File: src/rtl/sfx_pkg.sv
// Shared sound-effect definitions: sequencer state encoding and default durations.
package sfx_pkg;

  typedef enum logic [2:0] {
    ST_IDLE      = 3'd0,
    ST_JUMP      = 3'd1,
    ST_COOLDOWN  = 3'd2,
    ST_DEATH     = 3'd3,
    ST_DEAD_HOLD = 3'd4
  } sfx_state_e;

  localparam int CLKS_PER_MS_DEF = 100000;
  localparam int JUMP_MS_DEF     = 120;
  localparam int COOLDOWN_MS_DEF = 40;
  localparam int DEATH_MS_DEF    = 600;

  // Only the timed states need a target; the others let the timer free-run.
  function automatic logic [15:0] ms_target(sfx_state_e st, logic [15:0] jump_ms,
                                            logic [15:0] cool_ms, logic [15:0] death_ms);
    case (st)
      ST_JUMP:     return jump_ms;
      ST_COOLDOWN: return cool_ms;
      ST_DEATH:    return death_ms;
      default:     return 16'd0;
    endcase
  endfunction

endpackage

File: src/rtl/sfx_sequencer_if.sv
// Game-logic events in, tone-generator requests out.
interface sfx_sequencer_if;
  logic jump_evt;
  logic player_dead;
  logic mute;
  logic jump;
  logic isdead;
  logic busy;

  modport master (output jump_evt, output player_dead, output mute,
                  input jump, input isdead, input busy);
  modport slave  (input jump_evt, input player_dead, input mute,
                  output jump, output isdead, output busy);
endinterface

File: src/rtl/sfx_sequencer_ms_timer.sv
// Millisecond prescaler plus ms counter; expired_o pulses combinationally on the
// last cycle of a target-length interval, so clearing on entry gives exact N*CLKS_PER_MS.
module ms_timer #(
  parameter int CLKS_PER_MS = 100000
) (
  input  logic        clk,
  input  logic        rst_n,
  input  logic        clear_i,
  input  logic [15:0] target_i,
  output logic        expired_o
);

  localparam logic [16:0] PRESC_LAST = 17'(CLKS_PER_MS - 1);

  logic [16:0] presc_q, presc_d;
  logic [15:0] ms_q, ms_d;
  logic        ms_tick;

  assign ms_tick   = (presc_q == PRESC_LAST);
  assign expired_o = ms_tick && (ms_q == target_i - 16'd1);

  always_comb begin
    presc_d = ms_tick ? 17'd0 : presc_q + 17'd1;
    ms_d    = ms_tick ? ms_q + 16'd1 : ms_q;
    if (clear_i) begin
      presc_d = 17'd0;
      ms_d    = 16'd0;
    end
  end

  always_ff @(posedge clk or negedge rst_n) begin
    if (!rst_n) begin
      presc_q <= 17'd0;
      ms_q    <= 16'd0;
    end else begin
      presc_q <= presc_d;
      ms_q    <= ms_d;
    end
  end

endmodule

File: src/rtl/sfx_sequencer.sv
// Turns jump/death events into exact-length jump/isdead request levels.
// Outputs are registered from the next state, so they move on the same edge as the FSM.
module sfx_sequencer
  import sfx_pkg::*;
#(
  parameter int CLKS_PER_MS = CLKS_PER_MS_DEF,
  parameter int JUMP_MS     = JUMP_MS_DEF,
  parameter int COOLDOWN_MS = COOLDOWN_MS_DEF,
  parameter int DEATH_MS    = DEATH_MS_DEF
) (
  input logic             CLK100MHZ,
  input logic             CPU_RESETN,
  sfx_sequencer_if.slave  bus
);

  sfx_state_e  state_q, state_d;
  logic        jump_q, isdead_q, busy_q, jump_prev_q;
  logic        jump_rise, restart, clear, expired;
  logic [15:0] target;

  assign jump_rise = bus.jump_evt & ~jump_prev_q;
  assign target    = ms_target(state_q, 16'(JUMP_MS), 16'(COOLDOWN_MS), 16'(DEATH_MS));
  assign clear     = (state_d != state_q) || restart;

  ms_timer #(.CLKS_PER_MS(CLKS_PER_MS)) u_timer (
    .clk       (CLK100MHZ),
    .rst_n     (CPU_RESETN),
    .clear_i   (clear),
    .target_i  (target),
    .expired_o (expired)
  );

  always_comb begin
    state_d = state_q;
    restart = 1'b0;
    if (bus.player_dead && state_q != ST_DEATH && state_q != ST_DEAD_HOLD) begin
      state_d = ST_DEATH;
    end else begin
      case (state_q)
        ST_IDLE:      if (jump_rise) state_d = ST_JUMP;
        ST_JUMP: begin
          if (jump_rise)    restart = 1'b1;
          else if (expired) state_d = (COOLDOWN_MS == 0) ? ST_IDLE : ST_COOLDOWN;
        end
        // A jump edge here is dropped on purpose: no queued jumps.
        ST_COOLDOWN:  if (expired) state_d = ST_IDLE;
        ST_DEATH:     if (expired) state_d = ST_DEAD_HOLD;
        ST_DEAD_HOLD: if (!bus.player_dead) state_d = ST_IDLE;
        default:      state_d = ST_IDLE;
      endcase
    end
  end

  always_ff @(posedge CLK100MHZ or negedge CPU_RESETN) begin
    if (!CPU_RESETN) begin
      state_q     <= ST_IDLE;
      jump_q      <= 1'b0;
      isdead_q    <= 1'b0;
      busy_q      <= 1'b0;
      jump_prev_q <= 1'b1;
    end else begin
      state_q     <= state_d;
      jump_prev_q <= bus.jump_evt;
      jump_q      <= (state_d == ST_JUMP)  && !bus.mute;
      isdead_q    <= (state_d == ST_DEATH) && !bus.mute;
      busy_q      <= (state_d != ST_IDLE);
    end
  end

  assign bus.jump   = jump_q;
  assign bus.isdead = isdead_q;
  assign bus.busy   = busy_q;

endmodule

File: src/flat_wrapper.sv
// flat-port wrapper written by rule: the top's interface ports become plain ports
module sfx_sequencer_flat import sfx_pkg::*;
#(
  parameter int CLKS_PER_MS = CLKS_PER_MS_DEF,
  parameter int JUMP_MS     = JUMP_MS_DEF,
  parameter int COOLDOWN_MS = COOLDOWN_MS_DEF,
  parameter int DEATH_MS    = DEATH_MS_DEF
)
  (CLK100MHZ, CPU_RESETN, bus_jump_evt, bus_player_dead, bus_mute, bus_jump, bus_isdead, bus_busy);
  sfx_sequencer_if bus_i ();
  input logic CLK100MHZ;
  input logic CPU_RESETN;
  input wire logic [$bits(bus_i.jump_evt)-1:0] bus_jump_evt;
  input wire logic [$bits(bus_i.player_dead)-1:0] bus_player_dead;
  input wire logic [$bits(bus_i.mute)-1:0] bus_mute;
  output wire logic [$bits(bus_i.jump)-1:0] bus_jump;
  output wire logic [$bits(bus_i.isdead)-1:0] bus_isdead;
  output wire logic [$bits(bus_i.busy)-1:0] bus_busy;
  assign bus_i.jump_evt = bus_jump_evt;
  assign bus_i.player_dead = bus_player_dead;
  assign bus_i.mute = bus_mute;
  assign bus_jump = bus_i.jump;
  assign bus_isdead = bus_i.isdead;
  assign bus_busy = bus_i.busy;
  sfx_sequencer #(.CLKS_PER_MS(CLKS_PER_MS), .JUMP_MS(JUMP_MS), .COOLDOWN_MS(COOLDOWN_MS), .DEATH_MS(DEATH_MS)) u_core (.CLK100MHZ(CLK100MHZ), .CPU_RESETN(CPU_RESETN), .bus(bus_i));
endmodule
File: config.mk
export PLATFORM = sky130hd
export DESIGN_NAME = sfx_sequencer_flat
export DESIGN_NICKNAME = d
export VERILOG_FILES = /design/src/rtl/sfx_pkg.sv /design/src/rtl/sfx_sequencer_if.sv /design/src/rtl/sfx_sequencer_ms_timer.sv /design/src/rtl/sfx_sequencer.sv /design/src/flat_wrapper.sv
export SDC_FILE = /design/constraint.sdc
export NUM_CORES = 1
export LEC_CHECK = 0
export BUFFER_PORTS_ARGS = -buffer_cell sky130_fd_sc_hd__buf_2
export CAP_MARGIN = 20
export CELL_PAD_IN_SITES_DETAIL_PLACEMENT = 1
export CELL_PAD_IN_SITES_GLOBAL_PLACEMENT = 2
export CORE_UTILIZATION = 43
export CTS_CLUSTER_DIAMETER = 100
export DETAILED_ROUTE_END_ITERATION = 12
export GPL_TIMING_DRIVEN = 0
export PLACE_DENSITY_LB_ADDON = 0.1
export SYNTH_ARGS = -nofsm -noshare
export SYNTH_HDL_FRONTEND = slang
export SYNTH_HIERARCHICAL = 1
export SYNTH_SLANG_ARGS = --single-unit
File: constraint.sdc
create_clock -name CLK100MHZ -period 8.1 [get_ports CLK100MHZ]
set_clock_uncertainty 0.15 [all_clocks]
set_input_delay 0.405 -clock CLK100MHZ [delete_from_list [all_inputs] [get_ports CLK100MHZ]]
set_output_delay 0.405 -clock CLK100MHZ [all_outputs]
set_load 0.1 [all_outputs]
==> impl_metrics.sql, run 1 <==
INSERT INTO impl_metrics (metric_group, metric, value, unit) VALUES
('run_status', 'outcome', 'finished clean', ''),
('global_route', 'grt_max_degree', '41', ''),
('route', 'detail_route.iter0.violations', '61', ''),
('route', 'viasPerCell', '5.09', ''),
('setup_path', 'critical_path_arrival', '5370', 'ps'),
('place', 'globalplace.congestion', '0.766', ''),
('floorplan', 'chipWidth', '78.5', 'µm'),
('timing', 'setup_tns', '0', 'ps'),
('floorplan', 'std_cell_rows', '27', ''),
('yosys', 'ys_async_sr_fraction', '1.00', ''),
('pwr', 'cellInternalPower', '338', 'µW'),
('route', 'drt-pass1-iter-count', '4', ''),
('setup_path', 'reg2reg_depth', '15', ''),
('global_route', 'overflow', '0', ''),
('floorplan', 'die-height', '78.5', 'µm'),
('timing', 'finalHoldViolCount', '0', ''),
('yosys', 'synth_area_leader_cell', 'dfrtp_1', ''),
('timing', 'fmaxAchievable', '187', 'MHz'),
('timing', 'maxSlewViolCount', '0', ''),
('yosys', 'yosys.cell_types.count', '54', ''),
('route', 'avgRoutedWirePerCell', '14.2', 'µm'),
('timing', 'layout_worst_path_cycle_share', '0.662', ''),
('timing', 'worst_hold_slack', '61.1', 'ps'),
('yosys', 'synth.most_common_cell', 'nor2_1', ''),
('yosys', 'synth_sequential_area_ratio', '0.398', ''),
('pwr', 'power.combinational.fraction', '0.197', ''),
('final_layout', 'antenna-diode-count', '0', ''),
('place', 'detailedPlacementHpwl', '4.17', 'mm'),
('timing', 'slew_at_the_pin_closest_to_its_max_slew_limit', '903', 'ps'),
('min_path', 'holdPathStages', '1', ''),
('min_path', 'hold_path_class', 'primary input to flip-flop', ''),
('timing', 'report.final.setup_viol', '0', ''),
('global_route', 'first_global_vias', '2120', ''),
('pwr', 'power.share.switching', '0.314', ''),
('setup_path', 'worst-path-buf-inv', '4', ''),
('yosys', 'netlist_area_pre_place', '2520', 'µm²'),
('setup_path', 'cp.required', '8110', 'ps'),
('clock_network', 'cts-root-buf', 'clkbuf_8', ''),
('global_route', 'grt_pass1_wl', '9.83', 'mm'),
('global_route', 'grt_antenna_before_repair', '0', ''),
('setup_path', 'kind_of_launch_point_of_the_worst_setup_path', 'flip-flop', ''),
('yosys', 'yosys-top-cells-area', 'dfrtp_1 39%, xor2_1 8.7%, xnor2_1 7.7%', ''),
('setup_path', 'worst_path_top_cell_family_by_delay', 'simple AND/OR/NAND/NOR gates', ''),
('setup_path', 'worst_r2r_startpoint', 'u_core/state_q[0]', ''),
('timing', 'timing.max_slew.rel_slack', '0.398', ''),
('final_layout', 'nNetsFinal', '332', ''),
('clock_network', 'cts_sinks', '40', ''),
('yosys', 'postSynthCellCount', '274', ''),
('min_path', 'hold_end', 'u_core/jump_prev_q', ''),
('setup_path', 'crit_path_end_kind', 'flip-flop', ''),
('clock_network', 'cts_tree', 'yes', ''),
('clock_network', 'postCtsResizedCells', '0', ''),
('route', 'finalWirelength', '5.62', 'mm'),
('pwr', 'vdd.ir_drop.worst', '0.167', 'mV'),
('floorplan', 'initial_core_util', '0.452', ''),
('setup_path', 'timing.reg2reg.setup_slack', '2740', 'ps'),
('min_path', 'min-delay-start', 'bus_jump_evt', ''),
('clock_network', 'post_cts_hold_buffer_count', '0', ''),
('pwr', 'switching_pwr', '155', 'µW'),
('setup_path', 'critical_path_depth', '15', ''),
('final_layout', 'layout-area-overhead-vs-synth', '14.0', '%'),
('route', 'dr_total_vias', '2020', ''),
('floorplan', 'design.die.area', '6170', 'µm²'),
('pwr', 'pwr-share-seq', '0.520', ''),
('setup_path', 'path_cells', 'buf_6, nor2_1, nor2_1, or4_4, nor3b_1, nand3_1, xnor2_1, or4_1, a2111oi_2, o31a_1, clkbuf_1, or2_2, clkbuf_1, clkbuf_1, nor2_1', ''),
('route', 'drc', '0', ''),
('yosys', 'synth.ff_latch_count', '40', ''),
('yosys', 'postSynth.topFlopCell', 'dfrtp_1', ''),
('global_route', 'grt_use_total', '0.208', ''),
('flow_run', 'maxCapViolations', '0', ''),
('floorplan', 'core_area', '5570', 'µm²');
[through the flow]
step	instance area [µm²]	cells	setup slack, ps	power, mW	utilization
after detailed placement	2780	389	2750	0.357	0.499
final	2870	397	2740	0.493	0.515
after global placement	2780	389	2790	0.354	0.499
after global routing	2870	397	2320	0.523	0.515
after floorplan	2650	310	3800	0.330	-
after CTS	2870	397	2680	0.500	0.515
[state kept, by name (all words and copies together) (netlist names)]
name	count
u_core/bus.isdead	1
u_core/jump_prev_q	1
u_core/bus.busy	1
u_core/state_q	3
u_core/u_timer/presc_q	17
u_core/u_timer/ms_q	16
u_core/bus.jump	1
[power by group through the flow]
stage | combinational, mW | clock (mW) | sequential [mW]
CTS | 0.0985 | 0.145 | 0.256
global placement | 0.0944 | 0 | 0.259
detailed placement | 0.0976 | 0 | 0.260
global route | 0.110 | 0.153 | 0.260
floorplan | 0.0748 | 0 | 0.256
finish | 0.0971 | 0.140 | 0.256
[worst max-delay path by stage]
stage / from / to / slack, ps
2_1_floorplan: u_core/state_q[0] / u_core/u_timer/presc_q[10] / 3800
3_3_place_gp: u_core/state_q[0] / u_core/u_timer/presc_q[12] / 2790
3_5_place_dp: u_core/state_q[0] / u_core/u_timer/presc_q[14] / 2750
4_1_cts: u_core/state_q[0] / u_core/u_timer/presc_q[11] / 2680
5_1_grt: u_core/state_q[0] / u_core/u_timer/presc_q[8] / 2320
6_report: u_core/state_q[0] / u_core/u_timer/presc_q[8] / 2740
[layer usage]
| metal | up-vias | part of all wire | track usage |
|---|---|---|---|
| met5 | - | 0 | 0 |
| met4 | 0 | 0.0078 | 0.0556 |
| met3 | 5 | 0.015 | 0.0523 |
| met2 | 10 | 0.49 | 0.341 |
| met1 | 997 | 0.49 | 0.272 |
| li1 | 1008 | - | - |
[final cells by class]
cell class	instances	area, µm²
fill	702	2700
multi-input combinational	250	1570
sequential	40	1000
tap	72	90.1
clock buffer	6	82.6
buffer	9	45.0
inverter	11	41.3
timing repair buffer	7	35.0
clock inverter	2	10.0
[worst register-to-register path, delay by kind of cell, from the launching register on]
kind	cells	cell delay (ps)
AO/OA/AOI/OAI	2	900
XOR/XNOR	1	180
buffers and inverters	4	1170
flip-flops	1	380
AND/OR/NAND/NOR	8	2450
[cells in the final DEF, fill, tap and decap left out, types with 2 or more instances in the layout]
cell type / count
a21oi_1: 6
and2_1: 2
and3_1: 4
and4_2: 2
and4bb_2: 2
buf_2: 7
clkbuf_1: 7
clkbuf_8: 6
clkinv_2: 2
conb_1: 37
dfrtp_1: 39
ha_1: 3
inv_1: 11
nand2_1: 18
nand3_1: 14
nand4_1: 9
nand4b_1: 3
nor2_1: 47
nor3_1: 6
nor3_2: 2
nor3b_1: 3
nor4_1: 2
nor4b_1: 4
o21ai_0: 8
or3_1: 4
xnor2_1: 22
xor2_1: 25
[cells by family (layout without fill, tap and decap cells)]
logic type      Yosys count  after routing  synth area share
simple gates            134            134             0.291
compound gates           27             27            0.0835
flops                    40             40             0.398
mux                       1              1           0.00397
buf+inv                  20             35            0.0343
xor+xnor                 48             48             0.173
fa+ha+maj                 3              3            0.0149
other cells               1             37           0.00149
No activity file was read; power rests on OpenSTA's default activity.
==> run 2: changes to the inputs <==
--- a/config.mk
+++ b/config.mk
@@ -9,7 +9,7 @@
 export CAP_MARGIN = 20
 export CELL_PAD_IN_SITES_DETAIL_PLACEMENT = 1
 export CELL_PAD_IN_SITES_GLOBAL_PLACEMENT = 2
-export CORE_UTILIZATION = 43
+export CORE_UTILIZATION = 36
 export CTS_CLUSTER_DIAMETER = 100
 export DETAILED_ROUTE_END_ITERATION = 12
 export GPL_TIMING_DRIVEN = 0
==> constraint.sdc (replaced) <==
create_clock -name CLK100MHZ -period 4.51 [get_ports CLK100MHZ]
set_clock_uncertainty 0.15 [all_clocks]
set_input_delay 0.2255 -clock CLK100MHZ [delete_from_list [all_inputs] [get_ports CLK100MHZ]]
set_output_delay 0.2255 -clock CLK100MHZ [all_outputs]
set_load 0.1 [all_outputs]
==> impl_metrics.sql, run 2 (synthesized netlist as in run 1, its figures left out) <==
INSERT INTO impl_metrics (metric_group, metric, value, unit) VALUES
('min_path', 'hold_path_class', 'primary input to flip-flop', ''),
('timing', 'maxSlewViolCount', '0', ''),
('setup_path', 'kind_of_launch_point_of_the_worst_setup_path', 'flip-flop', ''),
('timing', 'timing.final.ws_setup', '474', 'ps'),
('timing', 'report.final.setup_viol', '0', ''),
('setup_path', 'crit_path_max_incr_delay', '590', 'ps'),
('setup_path', 'critical_path_arrival', '4040', 'ps'),
('floorplan', 'die-height', '85.6', 'µm'),
('pwr', 'static-leakage-power', '1.26', 'nW'),
('global_route', 'grt_use_total', '0.164', ''),
('timing', 'slew_at_the_pin_closest_to_its_max_slew_limit', '919', 'ps'),
('place', 'place_worst_setup_slack', '-867', 'ps'),
('place', 'detailedPlacementHpwl', '4.07', 'mm'),
('run_status', 'outcome', 'finished clean', ''),
('final_layout', 'largest_register', 'u_core/u_timer/presc_q', ''),
('place', 'placed_area', '2810', 'µm²'),
('global_route', 'first_global_vias', '2052', ''),
('setup_path', 'crit_path_end_kind', 'flip-flop', ''),
('timing', 'finalHoldViolCount', '0', ''),
('timing', 'setup_tns', '0', 'ps'),
('route', 'avgRoutedWirePerCell', '13.0', 'µm'),
('place', 'globalplace.congestion', '0.708', ''),
('timing', 'timing.max_slew.rel_slack', '0.388', ''),
('floorplan', 'initial_core_util', '0.371', ''),
('route', 'drt-pass1-iter-count', '8', ''),
('setup_path', 'crit_start', 'u_core/state_q[0]', ''),
('clock_network', 'numCtsBuffers', '5', ''),
('setup_path', 'timing_worst_setup_path_type', 'flip-flop to flip-flop', ''),
('global_route', 'grt_max_degree', '41', ''),
('pwr', 'pwr-share-seq', '0.521', ''),
('pwr', 'totalPowerFinal', '883', 'µW'),
('final_layout', 'number_of_flip_flops_under_the_largest_register_name', '17', ''),
('global_route', 'grt_antenna_before_repair', '0', ''),
('pwr', 'power.combinational.fraction', '0.202', ''),
('final_layout', 'finalCoreUtilization', '0.438', ''),
('clock_network', 'cts_sinks', '40', ''),
('setup_path', 'worst_r2r_startpoint', 'u_core/state_q[0]', ''),
('timing', 'rsz0062_at_grt', 'false', ''),
('place', 'portBuffers', '7', ''),
('route', 'drc', '0', ''),
('setup_path', 'endpoint', 'u_core/u_timer/ms_q[14]', ''),
('clock_network', 'h-tree-depth', '2', ''),
('route', 'finalWirelength', '5.52', 'mm'),
('final_layout', 'finalNonFillerCells', '424', ''),
('timing', 'layout_worst_path_cycle_share', '0.895', ''),
('setup_path', 'timing.reg2reg.setup_slack', '470', 'ps'),
('floorplan', 'design.die.area', '7340', 'µm²'),
('final_layout', 'antenna-diode-count', '0', ''),
('final_layout', 'most_common_cell_after_layout_fill_and_taps_aside', 'nor2_1', ''),
('final_layout', 'nNetsFinal', '335', ''),
('global_route', 'grt_pass1_wl', '9.47', 'mm'),
('clock_network', 'worst_setup_hold_path_clk_slew', '70', 'ps'),
('pwr', 'cellInternalPower', '612', 'µW'),
('setup_path', 'cp_slowest_cell', 'or4_1', ''),
('final_layout', 'layout_top_registers', 'u_core/u_timer/presc_q: 17 flops, u_core/u_timer/ms_q: 16 flops, u_core/state_q: 3 flops', ''),
('final_layout', 'layout.cells.most_common_list', '47 x nor2_1, 39 x dfrtp_1, 37 x conb_1', ''),
('pwr', 'power-per-cell-area', '296', 'nW/µm²'),
('setup_path', 'critical_path_peak_fanout', '10', ''),
('setup_path', 'cp.required', '4520', 'ps'),
('route', 'viasPerCell', '4.77', ''),
('route', 'final_antenna_net_count', '0', ''),
('clock_network', 'clk-insertion-delay-late', '290', 'ps'),
('floorplan', 'core_area', '6790', 'µm²'),
('clock_network', 'cts-root-buf', 'clkbuf_8', ''),
('pwr', 'clock_network_power_share', '0.276', ''),
('clock_network', 'cts-root-to-sink-buffers', '2', ''),
('final_layout', 'layout-area-overhead-vs-synth', '18.3', '%'),
('clock_network', 'cts_tree', 'yes', ''),
('setup_path', 'rr_endpoint', 'u_core/u_timer/ms_q[14]', ''),
('floorplan', 'number_of_top_level_pins', '8', ''),
('route', 'dr_total_vias', '2024', ''),
('timing', 'worst_hold_slack', '75.4', 'ps'),
('setup_path', 'crit_path_frequent_cell', 'nor2_1', ''),
('floorplan', 'chipWidth', '85.6', 'µm'),
('final_layout', 'final_area', '2980', 'µm²'),
('timing', 'fmaxAchievable', '248', 'MHz'),
('final_layout', 'filler_cell_count', '823', ''),
('final_layout', 'drive_gt1_frac', '0.122', ''),
('pwr', 'power.share.switching', '0.306', ''),
('global_route', 'overflow', '0', ''),
('floorplan', 'std_cell_rows', '30', ''),
('place', 'place.detailed.instances', '413', ''),
('route', 'detail_route.iter0.violations', '42', ''),
('pwr', 'switching_pwr', '270', 'µW'),
('setup_path', 'path_cells', 'buf_6, nor2_1, nor2_1, or4_4, o41a_1, nor3_2, nand4_1, or4_1, a2111oi_4, o31a_4, clkbuf_1, nor2_1', ''),
('timing', 'timing.final.crit_period', '4040', 'ps'),
('setup_path', 'reg2reg_depth', '12', ''),
('flow_run', 'maxCapViolations', '0', ''),
('pwr', 'vdd.ir_drop.worst', '0.191', 'mV');
[run 2: how the worst min path moves through the flow]
| stage | from | to | slack (ps) | cells past startpoint |
|---|---|---|---|---|
| finish | bus_player_dead | u_core/bus.busy | 80 | 3 |
| global placement | bus_jump_evt | u_core/jump_prev_q | 190 | 1 |
| detailed placement | bus_jump_evt | u_core/jump_prev_q | 190 | 1 |
| CTS | bus_player_dead | u_core/bus.busy | 70 | 3 |
| global route | bus_player_dead | u_core/bus.busy | 100 | 3 |
| floorplan | CPU_RESETN | u_core/bus.busy | -220 | 0 |
[run 2: power groups by stage]
| stage | Sequential (mW) | Clock, mW | Combinational, mW |
|---|---|---|---|
| 6_report | 0.460 | 0.244 | 0.179 |
| 5_1_grt | 0.467 | 0.268 | 0.207 |
| 4_1_cts | 0.460 | 0.256 | 0.181 |
| 3_5_place_dp | 0.467 | 0 | 0.176 |
| 3_3_place_gp | 0.466 | 0 | 0.171 |
| 2_1_floorplan | 0.459 | 0 | 0.134 |
[run 2: layout make-up]
class,instances,area (µm²),share of cell area
inverters,11,41.3,0.0139
clock buffers,8,90.1,0.0302
flip-flops and latches,40,1000,0.336
multi-input cells,250,1600,0.538
repair buffers,12,80.1,0.0269
plain buffers,7,41.3,0.0139
well taps,96,120,0.0403
[run 2: timing repair]
action	CTS	global route
pin swaps	0	2
setup endpoints to repair	26	25
setup buffers	0	2
gates cloned	0	0
hold buffers	3	0
endpoints found under the hold margin	42	0
resized for setup	4	5
[run 2: layer usage]
layer,wire length (µm),GRT usage,vias up
met2,2640,0.284,12
met3,94,0.0318,8
li1,-,-,1017
met5,0,0,-
met4,51,0.0409,0
met1,2740,0.210,987
[run 2: worst max-delay path: cells and delay by family, from the launching register on]
family | cells | cell delay, ps
AOI/OAI and AO/OA | 3 | 1050
DFF | 1 | 380
and+or+nand+nor | 7 | 1760
buffers and inverters | 2 | 560
